===== src/rtl/constraint_pkg.sv =====
// Shared types and opcode constants for the serial constraint evaluator
// and the generated split checkers.
package constraint_pkg;

  localparam int CMP_OP_W = 3;

  typedef enum logic [CMP_OP_W-1:0] {
    CMP_NE   = 3'd0,
    CMP_EQ   = 3'd1,
    CMP_ULT  = 3'd2,
    CMP_ULE  = 3'd3,
    CMP_UGT  = 3'd4,
    CMP_UGE  = 3'd5,
    CMP_NZ   = 3'd6,
    CMP_RSVD = 3'd7
  } cmp_op_e;

  typedef enum logic [1:0] {
    ST_IDLE = 2'd0,
    ST_EVAL = 2'd1,
    ST_DONE = 2'd2
  } eval_state_e;

  localparam logic [CMP_OP_W-1:0] OP_NE   = 3'd0;
  localparam logic [CMP_OP_W-1:0] OP_EQ   = 3'd1;
  localparam logic [CMP_OP_W-1:0] OP_ULT  = 3'd2;
  localparam logic [CMP_OP_W-1:0] OP_ULE  = 3'd3;
  localparam logic [CMP_OP_W-1:0] OP_UGT  = 3'd4;
  localparam logic [CMP_OP_W-1:0] OP_UGE  = 3'd5;
  localparam logic [CMP_OP_W-1:0] OP_NZ   = 3'd6;
  localparam logic [CMP_OP_W-1:0] OP_RSVD = 3'd7;

endpackage


===== src/rtl/constraint_cmp.sv =====
// Combinational single-term evaluator: unsigned compare of operand against
// a constant. The reserved opcode never holds.
module constraint_cmp
  import constraint_pkg::*;
#(
  parameter int WIDTH = 64
) (
  input  logic [WIDTH-1:0]    operand,
  input  logic [WIDTH-1:0]    cmp_const,
  input  logic [CMP_OP_W-1:0] op,
  output logic                hold
);

  always_comb begin
    hold = 1'b0;
    case (cmp_op_e'(op))
      CMP_NE:  hold = (operand != cmp_const);
      CMP_EQ:  hold = (operand == cmp_const);
      CMP_ULT: hold = (operand <  cmp_const);
      CMP_ULE: hold = (operand <= cmp_const);
      CMP_UGT: hold = (operand >  cmp_const);
      CMP_UGE: hold = (operand >= cmp_const);
      CMP_NZ:  hold = (operand != '0);
      default: hold = 1'b0;
    endcase
  end

endmodule


===== src/rtl/constraint_eval_seq.sv =====
// Serial constraint engine: captures a bundle of terms, evaluates one term
// per cycle, and returns the conjunction plus the first failing index.
module constraint_eval_seq
  import constraint_pkg::*;
#(
  parameter int WIDTH      = 64,
  parameter int NUM_TERMS  = 4,
  parameter bit EARLY_EXIT = 1'b1,
  localparam int IW        = (NUM_TERMS > 1) ? $clog2(NUM_TERMS) : 1
) (
  input  logic                          clk,
  input  logic                          rst_n,
  input  logic                          in_valid,
  output logic                          in_ready,
  input  logic [NUM_TERMS*WIDTH-1:0]    in_operands,
  input  logic [NUM_TERMS*WIDTH-1:0]    in_consts,
  input  logic [NUM_TERMS*CMP_OP_W-1:0] in_ops,
  input  logic [NUM_TERMS-1:0]          in_mask,
  output logic                          out_valid,
  input  logic                          out_ready,
  output logic                          out_sat,
  output logic [IW-1:0]                 out_fail_idx,
  output eval_state_e                   dbg_state
);

  // Handshakes: a transfer happens on a rising edge where valid and ready
  // are both high; valid-side data is held stable until that edge.

  localparam logic [IW-1:0] LAST_IDX = IW'(NUM_TERMS - 1);

  eval_state_e                   state;
  logic [IW-1:0]                 idx;
  logic                          acc;
  logic [NUM_TERMS*WIDTH-1:0]    opnd_q;
  logic [NUM_TERMS*WIDTH-1:0]    const_q;
  logic [NUM_TERMS*CMP_OP_W-1:0] ops_q;
  logic [NUM_TERMS-1:0]          mask_q;

  logic [WIDTH-1:0]    cur_opnd;
  logic [WIDTH-1:0]    cur_const;
  logic [CMP_OP_W-1:0] cur_op;
  logic                cur_hold;
  logic                term_fail;
  logic                eval_done;

  assign cur_opnd  = opnd_q[int'(idx)*WIDTH +: WIDTH];
  assign cur_const = const_q[int'(idx)*WIDTH +: WIDTH];
  assign cur_op    = ops_q[int'(idx)*CMP_OP_W +: CMP_OP_W];

  constraint_cmp #(.WIDTH(WIDTH)) u_cmp (
    .operand   (cur_opnd),
    .cmp_const (cur_const),
    .op        (cur_op),
    .hold      (cur_hold)
  );

  assign term_fail = mask_q[idx] && !cur_hold;
  assign eval_done = (term_fail && EARLY_EXIT) || (idx == LAST_IDX);

  // Gated by rst_n so the engine never advertises readiness while held in reset.
  assign in_ready  = rst_n && (state == ST_IDLE);
  assign dbg_state = state;

  always_ff @(posedge clk or negedge rst_n) begin
    if (!rst_n) begin
      state        <= ST_IDLE;
      idx          <= '0;
      acc          <= 1'b1;
      opnd_q       <= '0;
      const_q      <= '0;
      ops_q        <= '0;
      mask_q       <= '0;
      out_valid    <= 1'b0;
      out_sat      <= 1'b0;
      out_fail_idx <= '0;
    end else begin
      case (state)
        ST_IDLE: begin
          if (in_valid) begin
            opnd_q       <= in_operands;
            const_q      <= in_consts;
            ops_q        <= in_ops;
            mask_q       <= in_mask;
            idx          <= '0;
            acc          <= 1'b1;
            out_sat      <= 1'b0;
            out_fail_idx <= '0;
            state        <= ST_EVAL;
          end
        end
        ST_EVAL: begin
          if (term_fail) begin
            acc <= 1'b0;
            // Only the first failure is recorded; acc still high means none yet.
            if (acc) out_fail_idx <= idx;
          end
          if (eval_done) begin
            out_valid <= 1'b1;
            out_sat   <= acc && !term_fail;
            state     <= ST_DONE;
          end else begin
            idx <= idx + 1'b1;
          end
        end
        ST_DONE: begin
          if (out_ready) begin
            out_valid <= 1'b0;
            idx       <= '0;
            state     <= ST_IDLE;
          end
        end
        default: state <= ST_IDLE;
      endcase
    end
  end

endmodule

===== config.mk =====
export PLATFORM = sky130hd
export DESIGN_NAME = constraint_eval_seq
export DESIGN_NICKNAME = d
export VERILOG_FILES = /design/src/rtl/constraint_pkg.sv /design/src/rtl/constraint_cmp.sv /design/src/rtl/constraint_eval_seq.sv
export SDC_FILE = /design/constraint.sdc
export NUM_CORES = 1
export LEC_CHECK = 0
export ABC_AREA = 1
export CAP_MARGIN = 15
export CORE_MARGIN = 2
export CORE_UTILIZATION = 56
export DETAILED_ROUTE_END_ITERATION = 12
export PLACE_DENSITY = 0.95
export SYNTH_ARGS = -nofsm -noshare
export SYNTH_HDL_FRONTEND = slang
export SYNTH_SLANG_ARGS = --single-unit

===== constraint.sdc =====
create_clock -name clk -period 5.85 [get_ports clk]
set_input_delay 0.585 -clock clk [delete_from_list [all_inputs] [get_ports clk]]
set_output_delay 0.585 -clock clk [all_outputs]
set_load 0.05 [all_outputs]

==> impl_results.md, run 1 <==
- # clock sinks: 537
- Synth top area share: 51.6%
- Worst path required time: 6.37 ns
- RR Startpoint: idx[0]$_DFFE_PN0P_
- Gr busiest metal: met2
- I/O pin cnt: between 500 and 600
- CTS Buf Count: between 50 and 60
- Die width: 220 µm
- Max transition margin: 23.5%
- Most used flip-flop cell after synthesis: dfrtp_1
- Status: finished with violations
- Met3 Use GR: 8.30%
- Worst Setup Path Type: reg2reg
- Share of layout cells above drive strength 1: 22.0%
- Min cycle time layout: approximately 4.9 ns
- Leading area contributor after synthesis: dfrtp_1
- Die H: 220 µm
- Syn avg cell area: 10.7 µm²
- Clock Skew: 0.0138 ns
- Area of the core: 0.0456 mm²
- Via-to-Cell Ratio: 5.93
- Synth top area cells: dfrtp_1, mux2_2, nand2_1
- Initial DRC count: 2,557
- R2R setup slack: a little under 1 ns
- Post-synthesis adder-cell area fraction: under 10%
- Critical path, cell by cell: buf_12, nand2_1, a32o_1, ha_1, a21oi_1, o21ai_0, a21oi_1, nand2_1, a21oi_1, nand2_1, o21ai_0, nor2_1, nand3_2, nand2_2, nor2_1, nand2_1, nand2_1
- HP Class: in2async
- Critical R2R Capture: idx[0]$_DFFE_PN0P_
- Max_cap viols: 0
- Hold Buf Count CTS: 0
- CP startpoint kind: flop
- Yosys warns: 0
- # DRC: 0
- Dpl hpwl: approximately 57,000 µm
- Die Area: 0.0482 mm²
- Power consumption: 0.0191 W
- Root buf cell: clkbuf_16
- CP max FO: 161
- Worst hold margin: -0.0164 ns
- Cell count after synthesis: 2,426
- CP endpoint kind: flop
- PwrDens: 568 mW/mm²
- CP peak stage delay: 0.92 ns
- Vias after detailed routing: 21,110
- Cell Area, Synth: 0.0260 mm²
- Yosys reg bits: 537
- Global Route Usage Sum: about a third
- Yosys cell types: 32
- Clk slew on worst S/H paths: 0.06 ns
- Main combinational cell family by area after synthesis: multiplexers
- GPL Wtd Cong: 0.965
- RSZ-0062 raised after global routing: false
- Slew Viols, Final: 0
- Drt pass-1 iters: 8
- Site row count: between 70 and 80
- Sequential share of power: a little over a third
- CTS tree: built
- Antenna-violating nets left: 0
- Kind of cell adding the most delay to the critical path: compound AO/OA/AOI/OAI gates
- Most used cell, CP: nand2_1
- Initial antenna violation count: 26
- Final setup viols: 0
- Initial Util: 57.1%
- Switch Pwr: 0.00747 W
- Area grow syn2layout: 29.1%
- Register area share after synthesis: about half
- Hold Violations, Final: 5
- Multiplexer share of the synthesized area: 22.9%
- Routing usage on met1: around 44%
- Internal Power: 0.0116 W
- Compound-gate portion of the synthesized area: 4.77%
- Leakage: 15.1 nW
- Post-synth EDFFs: 0
- WL final: approximately 84,000 µm
- Post-Place Cells: 3,434
- Final period utilization: 83.3%
- Non-filler cells, final: 3,557
- XOR/XNOR Fraction of Synth Area: 0%
- Clock Power Share: about a fifth
- Wire per inst: between 20 and 25 µm
- Worst r2r path cells: 17
- Syn nets: 3,023
- Comb pwr share: 45.4%
- Post-synthesis simple-gate area fraction: 13.5%
- Arrival @ worst endpoint: 5.39 ns
- Maximum clock rate: ~0.21 GHz
- Grt ovf: 0
- Worst vdd ir: between 0.0003 and 0.0004 V
- Worst-Skew Late Latency: 0.60 ns
- H-tree Lvls: 2
- Vias in the first global route: about 22,000
- Postcts setup bufs: 0
- PortBufs: approximately 540
- Critical path buffer and inverter count: 1
- M2 GR Usage: a little over half
- Pin count of the biggest net entering global routing: 179
- Async S/R FF share, synth: 100%
- Actual slew at the worst max-slew pin: 1.15 ns
- Net Sw Frac: 39.2%
- First-pass GRT wire length: 125,000 µm
- Nets@finish: 3,489
- CP max stage cell: dfrtp_4
- Violated checks: hold timing
- TNS Setup: 0 ns
- Post-CTS sizing: 0
- CTS max path bufs: 3
## worst reg2reg max path, stage by stage (launching register included)
cell and delay (ns):
dfrtp_4 0.92, buf_12 0.49, nand2_1 0.59, a32o_1 0.35
ha_1 0.32, a21oi_1 0.22, o21ai_0 0.14, a21oi_1 0.21
nand2_1 0.13, a21oi_1 0.30, nand2_1 0.17, o21ai_0 0.22
nor2_1 0.10, nand3_2 0.11, nand2_2 0.08, nor2_1 0.16
nand2_1 0.13, nand2_1 0.14
## power groups by stage
| stage | registers [W] | clock network (W) | logic, W |
|---|---|---|---|
| finish | 0.00686 | 0.00356 | 0.00867 |
| detailed placement | 0.00681 | 0 | 0.00838 |
| global placement | 0.00666 | 0 | 0.00787 |
| global route | 0.00701 | 0.00376 | 0.00943 |
| floorplan | 0.00637 | 0 | 0.00608 |
| CTS | 0.00679 | 0.00360 | 0.00855 |
## cells in the final DEF (no fill, tap or decap), types with 16 or more instances in the layout
cell type,count
clkbuf_8,16
mux2_2,528
nand3_1,141
inv_1,93
a32o_1,63
dfrtp_1,534
nand2_1,663
diode_2,22
ha_1,65
nor2_1,52
a21oi_1,92
clkbuf_16,57
clkdlybuf4s50_1,537
## synth_stat cells, types with 5 or more instances
master	n
a32o_1	63
nand4_1	7
mux2_2	528
nor3_1	5
clkbuf_1	89
ha_1	65
inv_1	93
nor2_1	52
a21oi_1	92
buf_6	13
nand3_1	141
dfrtp_1	536
o21ai_0	10
buf_2	38
nand2_1	664
## state kept, by name, indices dropped and copies added, names as in the netlist
signal        cells
opnd_q          256
ops_q            12
out_valid         1
acc               1
out_sat           1
idx               2
mask_q            4
const_q         256
dbg_state         2
out_fail_idx      2
## logic make-up (layout without fill, tap and decap cells)
family / count (synthesis) / count (layout)
compound gates: 178 / 178
fa+ha+maj: 65 / 65
buf+inv: 243 / 752
flops: 537 / 537
mux: 528 / 528
other cells: 0 / 22
simple gates: 875 / 875
## per-stage QoR
step	util, %	instance area, µm²	worst slack, ns
after floorplan	-	26000	2.44
final	73.7	33600	0.975
after detailed placement	69.5	31700	1.47
after global placement	69.5	31700	1.56
after CTS	73.6	33500	1.28
after global routing	73.7	33600	0.823
## routing by layer
| layer | vias up | part of all wire (%) |
|---|---|---|
| met5 | - | 0.15 |
| met4 | 18 | 5.5 |
| met3 | 283 | 9.3 |
| met2 | 1141 | 47 |
| met1 | 10464 | 38 |
| li1 | 9204 | - |
## area by class of cell
class                   instances  area, µm²
repair buffers                555       5620
inverters                      96        373
clock buffers                  86       1700
fillers                      2811      12000
flip-flops and latches        537      13400
diodes                         22       55.1
multi-input cells            1646      11500
well taps                     600        751
clock inverters                15        134
## worst max path at each step
stage	end	cells after the start	slack, ns	start
2_1_floorplan	idx[0]$_DFFE_PN0P_	26	2.44	idx[1]$_DFFE_PN0P_
3_3_place_gp	idx[0]$_DFFE_PN0P_	25	1.56	idx[0]$_DFFE_PN0P_
3_5_place_dp	idx[1]$_DFFE_PN0P_	25	1.47	idx[0]$_DFFE_PN0P_
4_1_cts	idx[0]$_DFFE_PN0P_	21	1.28	idx[0]$_DFFE_PN0P_
5_1_grt	idx[0]$_DFFE_PN0P_	22	0.82	idx[0]$_DFFE_PN0P_
6_report	idx[0]$_DFFE_PN0P_	17	0.97	idx[0]$_DFFE_PN0P_
Note: power is estimated with default switching activity, not from simulation.
==> run 2: changes to the inputs <==
CORE_UTILIZATION = 47   (was 56)
PLACE_DENSITY = 0.87   (was 0.95)
clock period = 4.4 ns   (was 5.85 ns; I/O delays follow)
==> run 2 against run 1 <==
  * The run now ends clean
  * Combinational power grew 31%
  * Largest power group unchanged
  * First-iteration DRC count shrank 31%
  * Sequential cell count is the same
==> impl_results.md, run 2 (synthesis results as in run 1) <==
- Status: complete, no violations (was finished with violations)
- Vias in the first global route: 20,634 (was 21,632)
- Share of layout cells above drive strength 1: 22.2% (was 22.0%)
- Worst path required time: 4.88 ns (was 6.37 ns)
- Worst r2r path cells: 19 (was 17)
- PortBufs: 538 (unchanged)
- PwrDens: 737 mW/mm² (was 568 mW/mm²)
- Site row count: 86 (was 78)
- Actual slew at the worst max-slew pin: 1.10 ns (was 1.15 ns)
- Slew Viols, Final: 0 (unchanged)
- RSZ-0062 raised after global routing: false (unchanged)
- Leakage: 15.2 nW (was 15.1 nW)
- CP max FO: 45 (was 161)
- Wire per inst: 21.3 µm (was 23.5 µm)
- Biggest regs: const_q x256, opnd_q x256, ops_q x12 (unchanged)
- Kind of cell adding the most delay to the critical path: simple AND/OR/NAND/NOR gates (was compound AO/OA/AOI/OAI gates)
- Root buf cell: clkbuf_16 (unchanged)
- Critical path, cell by cell: inv_8, buf_4, nand2_1, nand3_1, nand2_1, inv_1, ha_1, a21oi_1, o21ai_0, a21oi_1, nand2_1, a21oi_1, nand2_1, o21ai_0, nor2_1, nand4_1, nand2_1, nand3_1, nand2_1 (was buf_12, nand2_1, a32o_1, ha_1, a21oi_1, o21ai_0, a21oi_1, nand2_1, a21oi_1, nand2_1, o21ai_0, nor2_1, nand3_2, nand2_2, nor2_1, nand2_1, nand2_1)
- # clock sinks: 537 (unchanged)
- Fillers: 4,176 (was 2,811)
- CTS max path bufs: 3 (unchanged)
- Most frequent cells in the layout: nand2_1, clkdlybuf4s50_1, dfrtp_1, mux2_2, nand3_1 (unchanged)
- Global Route Usage Sum: 27.2% (was 34.3%)
- Arrival @ worst endpoint: 4.30 ns (was 5.39 ns)
- Area of the core: 0.0549 mm² (was 0.0456 mm²)
- CP max stage cell: dfrtp_4 (unchanged)
- Cell count along the critical path: 19 (was 17)
- Commonest non-fill, non-tap cell in the layout: nand2_1 (unchanged)
- CP peak stage delay: 0.54 ns (was 0.92 ns)
- Initial Util: 47.4% (was 57.1%)
- Worst Setup Path Type: reg2reg (unchanged)
- CTS Buf Count: 55 (was 56)
- Power consumption: 0.0250 W (was 0.0191 W)
- CTS tree: built (unchanged)
- Clk slew on worst S/H paths: 0.06 ns (about the same)
- Worst vdd ir: 0.000531 V (was 0.000350 V)
- Most used cell, CP: nand2_1 (unchanged)
- Initial antenna violation count: 28 (was 26)
- Non-filler cells, final: 3,674 (was 3,557)
- Nets@finish: 3,502 (was 3,489)
- Final core occ: 61.8% (was 73.7%)
- Area grow syn2layout: 30.4% (was 29.1%)
- Clock Skew: 0.0172 ns (was 0.0138 ns)
- Hold Violations, Final: 0 (was 5)
- Worst-Skew Late Latency: 0.59 ns (was 0.60 ns)
- Post-Place Cells: 3,551 (was 3,434)
- Max transition margin: 26.7% (was 23.5%)
- I/O pin cnt: 539 (unchanged)
- Initial DRC count: 1,774 (was 2,557)
- Pin count of the biggest net entering global routing: 189 (was 179)
- Antenna-violating nets left: 0 (unchanged)
- Min cycle time layout: 3.82 ns (was 4.88 ns)
- First-pass GRT wire length: 118,000 µm (was 125,000 µm)
- Via-to-Cell Ratio: 5.50 (was 5.93)
- Die Area: 0.0572 mm² (was 0.0482 mm²)
- Maximum clock rate: 0.262 GHz (was 0.205 GHz)
- Drt pass-1 iters: 5 (was 8)
- CP startpoint kind: flop (unchanged)
- Final period utilization: 86.7% (was 83.3%)
- GPL Wtd Cong: 0.881 (was 0.965)
- CP endpoint kind: flop (unchanged)
- Critical path buffer and inverter count: 3 (was 1)
- Dpl hpwl: 56,600 µm (was 57,400 µm)
- Post-CTS sizing: 0 (unchanged)
- WL final: 78,400 µm (was 83,500 µm)
- Grt ovf: 0 (unchanged)
- Final setup viols: 0 (unchanged)
- Max_cap viols: 0 (unchanged)
- H-tree Lvls: 2 (unchanged)
- Vias after detailed routing: 20,192 (was 21,110)
- Die H: 239 µm (was 220 µm)
- HP Class: in2async (unchanged)
- Die width: 239 µm (was 220 µm)
- TNS Setup: 0 ns (unchanged)
- # DRC: 0 (unchanged)
[run 2: area by class of cell]
type	instances	area, µm²	share of cell area (%)
clock buffers	83	1600	4.72
multi-input cells	1646	11500	33.9
repair buffers	569	5850	17.2
flip-flops and latches	537	13400	39.6
clock inverters	16	195	0.575
inverters	96	373	1.10
well taps	704	881	2.60
diodes	23	57.6	0.170
[run 2: worst register-to-register path: stages (launching register included)]
cell and delay [ns]:
dfrtp_4 0.54, inv_8 0.26, buf_4 0.36, nand2_1 0.11, nand3_1 0.09, nand2_1 0.13
inv_1 0.14, ha_1 0.26, a21oi_1 0.17, o21ai_0 0.12, a21oi_1 0.18, nand2_1 0.10
a21oi_1 0.26, nand2_1 0.15, o21ai_0 0.23, nor2_1 0.11, nand4_1 0.19, nand2_1 0.11
nand3_1 0.12, nand2_1 0.06
[run 2: worst paths after layout]
kind,start,endpoint,slack (ns)
hold / removal,rst_n,opnd_q[238]$_DFFE_PN0P_,0.33
hold reg to reg,const_q[15]$_DFFE_PN0P_,const_q[15]$_DFFE_PN0P_,0.50
max in group asynchronous,rst_n,const_q[43]$_DFFE_PN0P_,2.17
setup reg to reg,idx[0]$_DFFE_PN0P_,out_fail_idx[1]$_DFFE_PN0P_,0.58
setup / recovery,idx[0]$_DFFE_PN0P_,out_fail_idx[1]$_DFFE_PN0P_,0.58
min in group clk,in_operands[207],opnd_q[207]$_DFFE_PN0P_,0.45
[run 2: per-stage QoR]
step	cell area, µm²	hold WS, ns	worst slack [ns]
2_1_floorplan	26000	0.144	0.991
3_3_place_gp	32100	0.370	0.777
3_5_place_dp	32100	0.369	0.654
4_1_cts	33900	0.321	0.594
5_1_grt	33900	0.343	0.393
6_report	33900	0.328	0.585
[run 2: per-layer routing]
layer  routed length (µm)  track usage, %
met1                33300            36.6
met2                35100            41.3
met3                 5940            6.03
met4                 3940            14.0
met5                   88               0
[run 2: power breakdown]
group / internal, W / total (W) / switching (W)
clock network: 0.00274 / 0.00469 / 0.00195
logic: 0.00525 / 0.0114 / 0.00611
registers: 0.00749 / 0.00893 / 0.00144
[run 2: what timing repair did]
item	in CTS	in global routing
hold buffers	1	0
endpoints found under the hold margin	45	0
buffers inserted	0	0
